--- src/rtl/issue_queue_unit.sv ---
// issue_queue_unit: FIFO-buffered issue stage with scoreboard RAW stall,
// writeback forwarding and a registered valid/ready operand stage.
module issue_queue_unit #(
  parameter int DATA_W   = 32,
  parameter int DEPTH    = 4,
  parameter int NUM_REGS = 32,
  parameter int ALU_OP_W = 4,
  localparam int RW = $clog2(NUM_REGS),
  localparam int AW = $clog2(DEPTH)
) (
  input  logic                clk_i,
  input  logic                rst_ni,
  input  logic                flush_i,
  input  logic                in_valid_i,
  output logic                in_ready_o,
  input  logic [DATA_W-1:0]   in_pc_i,
  input  logic [DATA_W-1:0]   in_imm_i,
  input  logic [RW-1:0]       in_rs1_i,
  input  logic [RW-1:0]       in_rs2_i,
  input  logic [RW-1:0]       in_rd_i,
  input  logic [1:0]          in_op_a_sel_i,
  input  logic                in_op_b_sel_i,
  input  logic                in_alu_req_i,
  input  logic                in_pc_req_i,
  input  logic                in_data_req_i,
  input  logic                in_data_we_i,
  input  logic [1:0]          in_pc_op_i,
  input  logic [ALU_OP_W-1:0] in_alu_op_i,
  output logic [RW-1:0]       rf_raddr_a_o,
  output logic [RW-1:0]       rf_raddr_b_o,
  input  logic [DATA_W-1:0]   rf_rdata_a_i,
  input  logic [DATA_W-1:0]   rf_rdata_b_i,
  input  logic                wb_valid_i,
  input  logic [RW-1:0]       wb_waddr_i,
  input  logic [DATA_W-1:0]   wb_wdata_i,
  output logic                out_valid_o,
  input  logic                out_ready_i,
  output logic [DATA_W-1:0]   operand_alu_a_o,
  output logic [DATA_W-1:0]   operand_alu_b_o,
  output logic [DATA_W-1:0]   operand_pc_alu_a_o,
  output logic [DATA_W-1:0]   operand_pc_alu_b_o,
  output logic [DATA_W-1:0]   lsu_wdata_o,
  output logic [ALU_OP_W-1:0] operateur_alu_o,
  output logic                req_alu_o,
  output logic                data_req_o,
  output logic                data_we_o,
  output logic                branch_bool_o,
  output logic                rf_soursel_o,
  output logic                req_rf_w_o,
  output logic [RW-1:0]       rf_waddr_o
);
  typedef struct packed {
    logic [DATA_W-1:0]   pc, imm;
    logic [RW-1:0]       rs1, rs2, rd;
    logic [1:0]          sa;
    logic                sb, alu, pcr, dr, dw;
    logic [1:0]          pco;
    logic [ALU_OP_W-1:0] aop;
  } pkt_t;
  typedef struct packed {
    logic                vld;
    logic [DATA_W-1:0]   alu_a, alu_b, pc_a, pc_b, lsu;
    logic [ALU_OP_W-1:0] aop;
    logic                alu, dr, dw, br, src, rfw;
    logic [RW-1:0]       wa;
  } out_t;
  pkt_t                r_mem [DEPTH];
  logic [AW-1:0]       r_wp, r_rp;
  logic [AW:0]         r_cnt;
  logic [NUM_REGS-1:0] r_busy, w_busy;
  out_t                r_out, w_out;
  pkt_t                w_in, w_hd;
  logic                w_empty, w_use1, w_use2, w_fw1, w_fw2, w_haz, w_issue, w_push;
  logic [DATA_W-1:0]   w_v1, w_v2;
  assign w_in = '{pc: in_pc_i, imm: in_imm_i, rs1: in_rs1_i, rs2: in_rs2_i, rd: in_rd_i,
                  sa: in_op_a_sel_i, sb: in_op_b_sel_i, alu: in_alu_req_i, pcr: in_pc_req_i,
                  dr: in_data_req_i, dw: in_data_we_i, pco: in_pc_op_i, aop: in_alu_op_i};
  assign w_hd       = r_mem[r_rp];
  assign w_empty    = r_cnt == '0;
  assign in_ready_o = r_cnt != (AW+1)'(DEPTH);
  assign rf_raddr_a_o = w_empty ? '0 : w_hd.rs1;
  assign rf_raddr_b_o = w_empty ? '0 : w_hd.rs2;
  assign w_use1 = (w_hd.alu && w_hd.sa == 2'd0) || w_hd.dr || w_hd.pco == 2'd1 || w_hd.pco == 2'd2;
  assign w_use2 = (w_hd.alu && !w_hd.sb) || (w_hd.dr && w_hd.dw) || w_hd.pco == 2'd2;
  assign w_fw1  = wb_valid_i && wb_waddr_i == w_hd.rs1;
  assign w_fw2  = wb_valid_i && wb_waddr_i == w_hd.rs2;
  assign w_haz  = (w_use1 && w_hd.rs1 != '0 && r_busy[w_hd.rs1] && !w_fw1) ||
                  (w_use2 && w_hd.rs2 != '0 && r_busy[w_hd.rs2] && !w_fw2);
  assign w_v1 = w_hd.rs1 == '0 ? '0 : w_fw1 ? wb_wdata_i : rf_rdata_a_i;
  assign w_v2 = w_hd.rs2 == '0 ? '0 : w_fw2 ? wb_wdata_i : rf_rdata_b_i;
  assign w_issue = !w_empty && !w_haz && (!r_out.vld || out_ready_i) && !flush_i;
  assign w_push  = in_valid_i && in_ready_o && !flush_i;
  always_comb begin
    w_out.vld   = 1'b1;
    w_out.alu_a = !w_hd.alu ? '0 : w_hd.sa == 2'd0 ? w_v1 : w_hd.sa == 2'd2 ? w_hd.pc : '0;
    w_out.alu_b = !w_hd.alu ? '0 : w_hd.sb ? w_hd.imm : w_v2;
    w_out.pc_a  = (w_hd.pcr && w_hd.pco == 2'd1) ? w_v1 : w_hd.pc;
    w_out.pc_b  = w_hd.imm;
    w_out.lsu   = (w_hd.dr && w_hd.dw) ? w_v2 : '0;
    w_out.aop   = w_hd.alu ? w_hd.aop : '0;
    w_out.alu   = w_hd.alu;
    w_out.dr    = w_hd.dr;
    w_out.dw    = w_hd.dw;
    w_out.br    = w_hd.pcr && w_hd.pco == 2'd2;
    w_out.src   = w_hd.dr && !w_hd.dw;
    w_out.rfw   = w_hd.alu || (w_hd.dr && !w_hd.dw);
    w_out.wa    = w_hd.rd;
  end
  // a new reservation overrides a same-cycle writeback to that register
  always_comb begin
    w_busy = r_busy;
    if (wb_valid_i) w_busy[wb_waddr_i] = 1'b0;
    if (w_issue && w_out.rfw && w_hd.rd != '0) w_busy[w_hd.rd] = 1'b1;
    w_busy[0] = 1'b0;
  end
  always_ff @(posedge clk_i) begin
    if (!rst_ni) begin
      r_wp   <= '0;
      r_rp   <= '0;
      r_cnt  <= '0;
      r_busy <= '0;
      r_out  <= '0;
    end else begin
      r_busy <= w_busy;
      if (flush_i) begin
        r_wp      <= '0;
        r_rp      <= '0;
        r_cnt     <= '0;
        r_out.vld <= 1'b0;
      end else begin
        if (w_push) begin
          r_mem[r_wp] <= w_in;
          r_wp        <= r_wp + AW'(1);
        end
        if (w_issue) r_rp <= r_rp + AW'(1);
        r_cnt <= r_cnt + (AW+1)'(w_push) - (AW+1)'(w_issue);
        if (w_issue) r_out <= w_out;
        else if (out_ready_i) r_out.vld <= 1'b0;
      end
    end
  end
  assign out_valid_o        = r_out.vld;
  assign operand_alu_a_o    = r_out.alu_a;
  assign operand_alu_b_o    = r_out.alu_b;
  assign operand_pc_alu_a_o = r_out.pc_a;
  assign operand_pc_alu_b_o = r_out.pc_b;
  assign lsu_wdata_o        = r_out.lsu;
  assign operateur_alu_o    = r_out.aop;
  assign req_alu_o          = r_out.alu;
  assign data_req_o         = r_out.dr;
  assign data_we_o          = r_out.dw;
  assign branch_bool_o      = r_out.br;
  assign rf_soursel_o       = r_out.src;
  assign req_rf_w_o         = r_out.rfw;
  assign rf_waddr_o         = r_out.wa;
endmodule
--- config.mk ---
export PLATFORM = sky130hd
export DESIGN_NAME = issue_queue_unit
export DESIGN_NICKNAME = d
export VERILOG_FILES = /design/src/rtl/issue_queue_unit.sv
export SDC_FILE = /design/constraint.sdc
export NUM_CORES = 1
export LEC_CHECK = 0
export BUFFER_PORTS_ARGS = -buffer_cell sky130_fd_sc_hd__buf_2
export CAP_MARGIN = 40
export CORE_UTILIZATION = 52
export CTS_BUF_LIST = sky130_fd_sc_hd__clkbuf_8 sky130_fd_sc_hd__clkbuf_16
export DETAILED_ROUTE_END_ITERATION = 12
export PLACE_DENSITY = 0.75
export SYNTH_ARGS = -nofsm -noshare
export SYNTH_HDL_FRONTEND = slang
export SYNTH_SLANG_ARGS = --single-unit
export TNS_END_PERCENT = 20
--- constraint.sdc ---
create_clock -name clk_i -period 3.7 [get_ports clk_i]
set_input_delay 0.37 -clock clk_i [delete_from_list [all_inputs] [get_ports clk_i]]
set_output_delay 0.37 -clock clk_i [all_outputs]
set_load 0.1 [all_outputs]
Word level (Yosys, flattened, before mapping):

Memory sizes are Yosys's and may differ from the RTL's. A register that Yosys moved wholly into a read port is not among the register bits.
Cells that the tools add are included.

* output and inout port bits: 187
* register bits after elaboration: 215
* bits of input ports: 199
* memory bits (writable): 368
* latch bits: 0
* memories kept: 1
* logic and storage cells: 122
* memory bits (read-only): 0

Memories
* r_mem: words 4, width 92, read ports 1, clocked after Yosys merged registers in 1, write ports 1, line 67 `pkt_t r_mem [DEPTH];`

* multiplexer cells: 32
* multipliers: 0
* reductions and logical operators: 49
* add/subtract/negate cells: 4
* divide/modulo/power cells: 0
* shift-type cells: 0
* bitwise logic cells: 5
* equal/unequal tests: 6
* order comparisons: 6

Operators by type and width (number)
* $mux 32: 13
* $and 32x32->32: 1
* $not 32->32: 1
* $or 32x32->32: 1
* $lt 5x6->1 const B: 4
* $logic_and 1x1->1: 23
* $reduce_bool 5->1: 3
* $bmux 1 s5: 2
* $demux 1 s5: 2
* $eq 5x5->1: 2
* $ge 5x1->1 const B: 2
* $logic_not 5->1: 2
* $mux 1: 10
* $mux 5: 2
* $logic_not 1->1: 8
* $logic_or 1x1->1: 8
* $add 2x1->2 const B: 2
* $eq 2x2->1 const B: 2
* $mux 2: 2
* $mux 4: 1
* $add 3x1->3: 1
* $logic_not 3->1: 1
* $ne 3x3->1 const B: 1
* $sub 3x1->3: 1
* 6 further kinds: 7

Depth between registers and ports, before layout:

Gate-level depths: netlist of run 1.

* depth after elaboration: 16
* depth in mapped cells: 18
* mapped depth without buffers: 14

Worst setup path before layout of run 1:

No wires, ideal clock.

* kind: register to register
* start point: register r_cnt[1]
* end point: memory r_mem[0][0] (netlist name), enable pin
* period minus slack after synthesis: 4150 ps
* cell stages (with the launch flop): 6
* arrival time: 3689 ps
* buffers on the path: 0
* slack: -450 ps
* library setup time: 461 ps
* required time: 3239 ps
* path through: dfxtp_1 nor2_1 nand2_1 nand2_1 nor2_1 and2_1

* longest elaborated chain between the ends: 7

Ends and longest elaborated chain
* start, declared: line 69 `logic [AW:0] r_cnt;`
* start signal, assigned: line 136 `r_cnt <= r_cnt + (AW+1)'(w_push) - (AW+1)'(w_issue);`
* $ne 3x3->1: line 80 `assign in_ready_o = r_cnt != (AW+1)'(DEPTH);`
* named net in_ready_o: line 15 `output logic in_ready_o,`
* $logic_and 1x1->1 (2 in a row): line 92 `assign w_push = in_valid_i && in_ready_o && !flush_i;`
* $mux 1: line 131 `if (w_push) begin`
* $mux 1: line 125 `if (flush_i) begin`
* $mux 1: line 117 `if (!rst_ni) begin`
* $mux 1 (implied by the code): line 132 `r_mem[r_wp] <= w_in;`
* end, declared: line 67

The timed path passes the listed nets, and every way through them passes these cells.

==> parameters.txt, run 1 <==
Parameter                              Value

Global routing
  Antenna violations before repair ... 11
  GRT Residual Overflow ... 0
  Via count of the first global-routing pass ... 18200
  Tot GR Track Use ... 30.5%
  Global-route wire length before repair ... 113000 um
  Largest net degree at the start of global routing ... 111

STA
  Clk_skew ... 0.0264 ns
  Worst Tran Pin Value ... 0.963 ns
  FMAX ... 276 MHz
  Final worst-path cycle share ... 97.9%
  Time the final worst path needs with I/O delays and setup ... 3.62 ns
  Final Hold Vio Count ... 0
  Worst hold slack across all endpoints ... 0.0552 ns
  Worst rel slew slack ... 35.8%
  Final setup viols ... 0
  Number of max-slew violations in the final report ... 0

Flow run
  Max capacitance violation total ... 0

Power and ir drop
  Pleak ... 12.4 nW
  Areal power density over the cells ... 470 nW/um^2
  Clock share of power ... 42.7%
  Total internal power ... 0.0112 W
  Sequential share of power ... 48.0%
  Largest vdd supply drop ... 0.400 mV
  Switching part of the total ... 23.6%
  Tot Pwr ... 0.0147 W
  Logic gate share of total power ... 9.3%
  Power spent charging and discharging nets ... 0.00346 W

Clock tree
  Number of H-tree levels ... 2
  Largest buffer count on any clock path ... 3
  Clock Pin Slew Worst Setup and Hold Paths ... 0.06 ns
  Buffer cell driving the clock tree root ... sky130_fd_sc_hd__clkbuf_16
  CTS tree ... yes
  Clock latency on the worst-skew pair ... 0.62 ns
  Number of buffers created by CTS ... 58
  TritonCTS Sinks ... 584

Critical path
  CP Data Arrival Time ... 4.15 ns
  CP Class ... reg2reg
  Largest fanout of any net on the critical path ... 81
  Critical Path RT ... 4.23 ns
  Worst Reg-to-Reg Cells ... 13
  Kind of end point of the critical path ... register
  Kind of start point of the critical path ... register

Floorplanning
  Standard-cell rows ... 80
  Die outline area ... 49600 sq um
  Width of the die ... 223 um
  IO Pins ... 386
  Area inside the core boundary ... 47800 sq um
  Chip height ... 223 um
  Initial cell density of the core ... 52.9%

Placement
  HPWL after DPL ... 50900 um
  Number of placed cells counting well taps ... 2846
  IO Port Bufs ... 385
  Final weighted congestion in routability-driven placement ... 0.922

Run status
  Result of the run ... finished clean

Logic synthesis
  Number of warnings printed during yosys synthesis ... 0
  Cells taking the most area after synthesis ... sky130_fd_sc_hd__edfxtp_1, sky130_fd_sc_hd__dfxtp_1, sky130_fd_sc_hd__mux4_2
  Cell type with the highest aggregate area in the netlist ... sky130_fd_sc_hd__edfxtp_1
  Average instance area after synthesis ... 13.1 sq um
  Post-synthesis sequential element count ... 584
  Netlist area before placement ... 25300 sq um
  Cell count after synthesis ... 1941
  Share of the synthesized area in the top cell type ... 43.6%
  Share of the yosys chip area belonging to registers ... 60.7%
  Count of cell types in the netlist ... 49
  Net Count, Synth ... 2147

Min path
  Class of the tightest hold or removal check ... in2reg
  WHS Path Cells ... 3

Route
  Post-detailed-route via-to-cell ratio ... 6.07
  Vias ... 18600
  Mean routed wirelength per cell ... 25.1 um
  DR iter-0 viols ... 1782
  Met2 WL post-DR ... 37200 um
  Met3 routed WL ... 6250 um
  Final wirelength ... 77000 um
  Number of routed nets with antenna violations ... 0
  First-pass DRT Iterations ... 6
  DRC violations left ... 0
  DR top layer ... met5
  Met1 Routed Length ... 29300 um

Cells and area
  Number of filler cells placed in the layout ... 3564
  Seq. cell area ... 15400 sq um
  Non-Filler Instances ... 3071
  Fraction of layout cells with a size suffix above 1 ... 27.9%
  Leading cell type in the layout, fill and taps excluded ... sky130_fd_sc_hd__buf_2
  Syn-to-layout area delta ... 23.3%
  Area occupied by multi-input gates ... 9250 sq um
  Number of nets in the finished design ... 2607
  Most used cells in the layout excluding fill and tap cells ... sky130_fd_sc_hd__buf_2, sky130_fd_sc_hd__edfxtp_1, sky130_fd_sc_hd__nand2_1, sky130_fd_sc_hd__dfxtp_1, sky130_fd_sc_hd__mux2i_1
==> registers in the layout, summed over array words and instances (netlist names), named ones only <==
name / flops
branch_bool_o: 1
data_req_o: 1
data_we_o: 1
lsu_wdata_o: 32
operand_alu_a_o: 32
operand_alu_b_o: 32
operand_pc_alu_a_o: 32
operand_pc_alu_b_o: 32
operateur_alu_o: 4
out_valid_o: 1
r_busy: 31
r_cnt: 3
r_mem: 368
r_rp: 2
r_wp: 2
req_alu_o: 1
req_rf_w_o: 1
rf_soursel_o: 1
rf_waddr_o: 5
==> per-layer routing <==
layer  vias to the layer above  global-route usage (%)
met4                        14                    15.9
met5                         -                       0
li1                       8184                       -
met1                      9303                    38.0
met3                       211                    6.76
met2                       927                    49.8
==> worst max-delay path, cell delays in order (launching register included) <==
cell and delay, ns:
sky130_fd_sc_hd__dfxtp_4 0.36, sky130_fd_sc_hd__buf_12 0.13, sky130_fd_sc_hd__mux4_2 0.58, sky130_fd_sc_hd__clkbuf_16 0.20, sky130_fd_sc_hd__xnor2_4 0.12, sky130_fd_sc_hd__nand4_1 0.12
sky130_fd_sc_hd__o21ai_1 0.09, sky130_fd_sc_hd__or4_4 0.56, sky130_fd_sc_hd__nand3_4 0.12, sky130_fd_sc_hd__buf_4 0.11, sky130_fd_sc_hd__buf_4 0.09, sky130_fd_sc_hd__buf_6 0.21
sky130_fd_sc_hd__buf_16 0.40, sky130_fd_sc_hd__mux2i_1 0.29
==> synthesized netlist by cell type (all sizes together) <==
| master | count |
|---|---|
| o211ai | 95 |
| dfxtp | 216 |
| inv | 11 |
| a21oi | 98 |
| a31oi | 2 |
| and2 | 106 |
| o31ai | 31 |
| a21o | 32 |
| clkbuf | 103 |
| nand4 | 3 |
| o2bb2ai | 1 |
| a31o | 2 |
| a22oi | 2 |
| or2 | 3 |
| or4 | 2 |
| or3b | 1 |
| o21a | 1 |
| buf | 54 |
| nand2b | 8 |
| a211oi | 1 |
| nor3b | 1 |
| o41ai | 1 |
| mux4 | 96 |
| o22ai | 2 |
| nand3 | 80 |
| fa | 1 |
| nor3 | 2 |
| ha | 6 |
| mux2 | 5 |
| nor2b | 18 |
| a41oi | 1 |
| nand2 | 238 |
| nor2 | 19 |
| mux2i | 205 |
| or3 | 2 |
| a211o | 1 |
| xnor2 | 13 |
| o2111ai | 1 |
| o311ai | 1 |
| nand3b | 7 |
| and4 | 2 |
| o21ai | 99 |
| edfxtp | 368 |
==> power groups by stage <==
| stage | Clock [W] | Sequential (W) | Combinational (W) |
|---|---|---|---|
| CTS | 0.00634 | 0.00703 | 0.00133 |
| finish | 0.00626 | 0.00704 | 0.00136 |
| global route | 0.00660 | 0.00704 | 0.00142 |
| global placement | 0 | 0.00717 | 0.00120 |
| detailed placement | 0 | 0.00718 | 0.00123 |
| floorplan | 0 | 0.00742 | 0.000568 |
==> final timing paths <==
check	start	endpoint	slack [ns]
worst max-delay path	register	operand_alu_a_o[26]$_SDFFE_PN0P_	0.08
worst min-delay path	in_valid_i	r_wp[1]$_SDFFE_PP0P_	0.06
worst max register to register	register	operand_alu_a_o[26]$_SDFFE_PN0P_	0.08
worst min register to register	operand_alu_b_o[15]$_SDFFE_PN0P_	operand_alu_b_o[15]$_SDFFE_PN0P_	0.46
==> area by class of cell <==
cell class | instances | share of cell area [%]
Antenna cell | 5 | 0.0401
Sequential cell | 584 | 49.3
Inverter | 11 | 0.140
Clock inverter | 41 | 1.33
Multi-Input combinational cell | 1189 | 29.6
Timing Repair Buffer | 557 | 11.9
Clock buffer | 69 | 5.28
Tap cell | 615 | 2.46
==> per-stage QoR <==
step | worst slack [ns] | cell area, sq um | utilization [%] | TNS (ns)
after floorplan | -0.450 | 25300 | - | -124.52
final | 0.0768 | 31200 | 65.3 | 0
after CTS | 0.00778 | 31000 | 64.8 | 0
after global placement | -0.0571 | 27900 | 58.3 | -0.0571
after detailed placement | -0.0485 | 27900 | 58.4 | -0.0485
after global routing | -0.00275 | 31200 | 65.2 | -0.00275
==> kinds of logic after synthesis <==
| logic type | after synthesis | share of synthesized area, % |
|---|---|---|
| multiplexers | 306 | 16.9 |
| AO/OA/AOI/OAI | 371 | 9.10 |
| buffers and inverters | 168 | 3.20 |
| adder cells (fa/ha/maj) | 7 | 0.375 |
| XOR/XNOR | 13 | 0.449 |
| AND/OR/NAND/NOR | 492 | 9.32 |
| flip-flops | 584 | 60.7 |
==> what timing repair did <==
action / 4_1_cts / 5_1_grt
buffers inserted: 7 / 9
endpoints found under the setup margin: 1 / 112
gates cloned: 0 / 2
resized for setup: 4 / 20
hold buffers: 92 / 0
hold endpoints to repair: 368 / 0
pin swaps: 4 / 10
Power figures use the tool's default switching activity.
==> inputs of run 2 (changes only) <==
- CORE_UTILIZATION: 52 -> 37
- PLACE_DENSITY: 0.75 -> 0.56
==> parameters.txt, run 2 (synthesis results as in run 1) <==
Parameter                              Value

Floorplanning
  Initial cell density of the core ... 37.6% (-15 points)
  IO Pins ... 386 (unchanged)
  Die outline area ... 69500 sq um (+40%)
  Chip height ... 264 um (+18%)
  Standard-cell rows ... 95 (+19%)
  Area inside the core boundary ... 67400 sq um (+41%)
  Width of the die ... 264 um (+18%)

Critical path
  Kind of start point of the critical path ... register
  CP Class ... reg2reg
  Largest fanout of any net on the critical path ... 6 (-93%)
  Critical Path RT ... 4.19 ns (-0.04 ns)
  Worst Reg-to-Reg Cells ... 15 (+2)
  CP Data Arrival Time ... 4.11 ns (-0.04 ns)
  Setup slack, reg-to-reg ... 0.08 ns (about the same)
  Kind of end point of the critical path ... register

Route
  Number of routed nets with antenna violations ... 0 (unchanged)
  Final wirelength ... 82800 um (+7.5%)
  Post-detailed-route via-to-cell ratio ... 5.44 (-10%)
  DR iter-0 viols ... 1293 (-27%)
  Met2 WL post-DR ... 39200 um (+5.3%)
  Met1 Routed Length ... 34000 um (+16%)
  Met3 routed WL ... 7020 um (+12%)
  First-pass DRT Iterations ... 6 (unchanged)
  Vias ... 18200 (-2.2%)
  DRC violations left ... 0 (unchanged)
  Mean routed wirelength per cell ... 24.7 um (-1.4%)
  DR top layer ... met5

Power and ir drop
  Clock share of power ... 44.3% (+1.6 points)
  Sequential share of power ... 46.7% (-1.3 points)
  Switching part of the total ... 24.5% (+0.95 points)
  Power spent charging and discharging nets ... 0.00370 W (+6.9%)
  Largest vdd supply drop ... 0.385 mV (-3.8%)
  Total internal power ... 0.0114 W (+1.5%)
  Areal power density over the cells ... 476 nW/um^2 (+1.3%)
  Logic gate share of total power ... 9.0% (-0.3 points)
  Pleak ... 12.5 nW (+0.49%)

Placement
  Final weighted congestion in routability-driven placement ... 0.912 (-1.1%)
  IO Port Bufs ... 385 (unchanged)
  HPWL after DPL ... 56500 um (+11%)

STA
  Time the final worst path needs with I/O delays and setup ... 3.62 ns (-0.00392 ns)
  Setup repair after global routing missed its margin ... true
  Final worst-path cycle share ... 97.8% (-0.11 points)
  Final setup viols ... 0 (unchanged)
  Worst rel slew slack ... 41.3% (+5.5 points)
  Final Hold Vio Count ... 0 (unchanged)
  FMAX ... 276 MHz (+0.11%)
  Clk_skew ... 0.0266 ns (+0.000185 ns)
  Final total negative setup slack ... 0 ns (unchanged)
  Worst Tran Pin Value ... 0.880 ns (-0.0830 ns)
  Number of max-slew violations in the final report ... 0 (unchanged)

Global routing
  Antenna violations before repair ... 16 (+5)
  Via count of the first global-routing pass ... 18700 (+2.3%)
  Largest net degree at the start of global routing ... 126 (+14%)
  GRT Residual Overflow ... 0 (unchanged)
  Tot GR Track Use ... 23.5% (-7.0 points)
  Global-route wire length before repair ... 120000 um (+6.8%)

Clock tree
  TritonCTS Sinks ... 584 (unchanged)
  Clock latency on the worst-skew pair ... 0.61 ns (about the same)
  Largest buffer count on any clock path ... 3 (unchanged)
  Buffer cell driving the clock tree root ... sky130_fd_sc_hd__clkbuf_16
  Number of buffers created by CTS ... 68 (+17%)
  CTS tree ... yes
  Number of H-tree levels ... 3 (+1)
  Clock Pin Slew Worst Setup and Hold Paths ... 0.06 ns (about the same)

Cells and area
  Util after Layout ... 47.0% (-18 points)
  Number of filler cells placed in the layout ... 6040 (+69%)
  Number of nets in the finished design ... 2615 (+0.31%)
  Most used cells in the layout excluding fill and tap cells ... sky130_fd_sc_hd__buf_2, sky130_fd_sc_hd__edfxtp_1, sky130_fd_sc_hd__nand2_1, sky130_fd_sc_hd__dfxtp_1, sky130_fd_sc_hd__mux2i_1
  Fraction of layout cells with a size suffix above 1 ... 28.2% (+0.29 points)
  Area occupied by multi-input gates ... 9260 sq um (about the same)
  Seq. cell area ... 15400 sq um (unchanged)
  Largest register FFs ... 368 (unchanged)
  Syn-to-layout area delta ... 25.1%
  Register with the most flip-flops ... r_mem
  Leading cell type in the layout, fill and taps excluded ... sky130_fd_sc_hd__buf_2

Min path
  WHS Path Cells ... 1 (-2)
  Class of the tightest hold or removal check ... in2reg

Run status
  Result of the run ... finished clean

Flow run
  Max capacitance violation total ... 0 (unchanged)
run 2: area by class of cell:
type	count	share of cell area (%)
antenna	10	0.0789
clock buffer	79	5.99
clock inverter	47	1.11
inverter	11	0.130
multi-input combinational	1191	29.2
sequential	584	48.5
tap	873	3.45
timing repair buffer	553	11.5
run 2: timing repair:
action | CTS | global route
resized for setup | 2 | 7
setup endpoints to repair | 1 | 122
cloned | 1 | 2
buffers inserted | 3 | 3
hold buffers | 90 | 0
endpoints found under the hold margin | 360 | 0
pin swaps | 0 | 5
run 2: final timing paths:
kind,start,to
setup / recovery,register,r_cnt[2]$_SDFF_PP0_
hold reg to reg,rf_waddr_o[0]$_SDFFE_PN0P_,rf_waddr_o[0]$_SDFFE_PN0P_
setup reg to reg,register,r_cnt[2]$_SDFF_PP0_
hold / removal,in_rs1_i[0],r_mem[2][23]$_DFFE_PP_
run 2: worst max-delay path, cell delays in order (launching register included):
cell and delay [ns]:
sky130_fd_sc_hd__dfxtp_4 0.41, sky130_fd_sc_hd__buf_6 0.14, sky130_fd_sc_hd__mux4_2 0.62, sky130_fd_sc_hd__mux2i_1 0.17, sky130_fd_sc_hd__mux4_2 0.49, sky130_fd_sc_hd__nand3b_1 0.11, sky130_fd_sc_hd__a41oi_2 0.18, sky130_fd_sc_hd__nand3_4 0.14
sky130_fd_sc_hd__inv_2 0.05, sky130_fd_sc_hd__ha_1 0.27, sky130_fd_sc_hd__inv_1 0.04, sky130_fd_sc_hd__ha_2 0.17, sky130_fd_sc_hd__fa_2 0.35, sky130_fd_sc_hd__xnor2_2 0.18, sky130_fd_sc_hd__xnor2_1 0.14, sky130_fd_sc_hd__nor2_1 0.05
run 2: power by group through the flow:
stage	Sequential (W)	Clock [W]	Combinational, W
after global placement	0.00717	0	0.00125
final	0.00703	0.00668	0.00136
after floorplan	0.00742	0	0.000568
after global routing	0.00704	0.00707	0.00144
after CTS	0.00703	0.00681	0.00136
after detailed placement	0.00717	0	0.00127
run 2: layer usage:
metal	vias to the layer above	global-route usage [%]
met5	-	0
met4	18	8.63
met3	142	6.82
met2	721	38.2
met1	9103	29.5
li1	8241	-
run 2: per-stage QoR:
step	setup slack, ns	std cells	power, W	hold WS, ns	cell area [sq um]
floorplan	-0.450	1941	0.00799	0.449	25300
global placement	-0.0544	3112	0.00842	0.443	28300
detailed placement	-0.0531	3113	0.00844	0.449	28400
CTS	0.00153	3333	0.0152	0.0128	31600
global route	-0.101	3338	0.0155	0.0399	31700
finish	0.0808	3348	0.0151	0.0424	31700
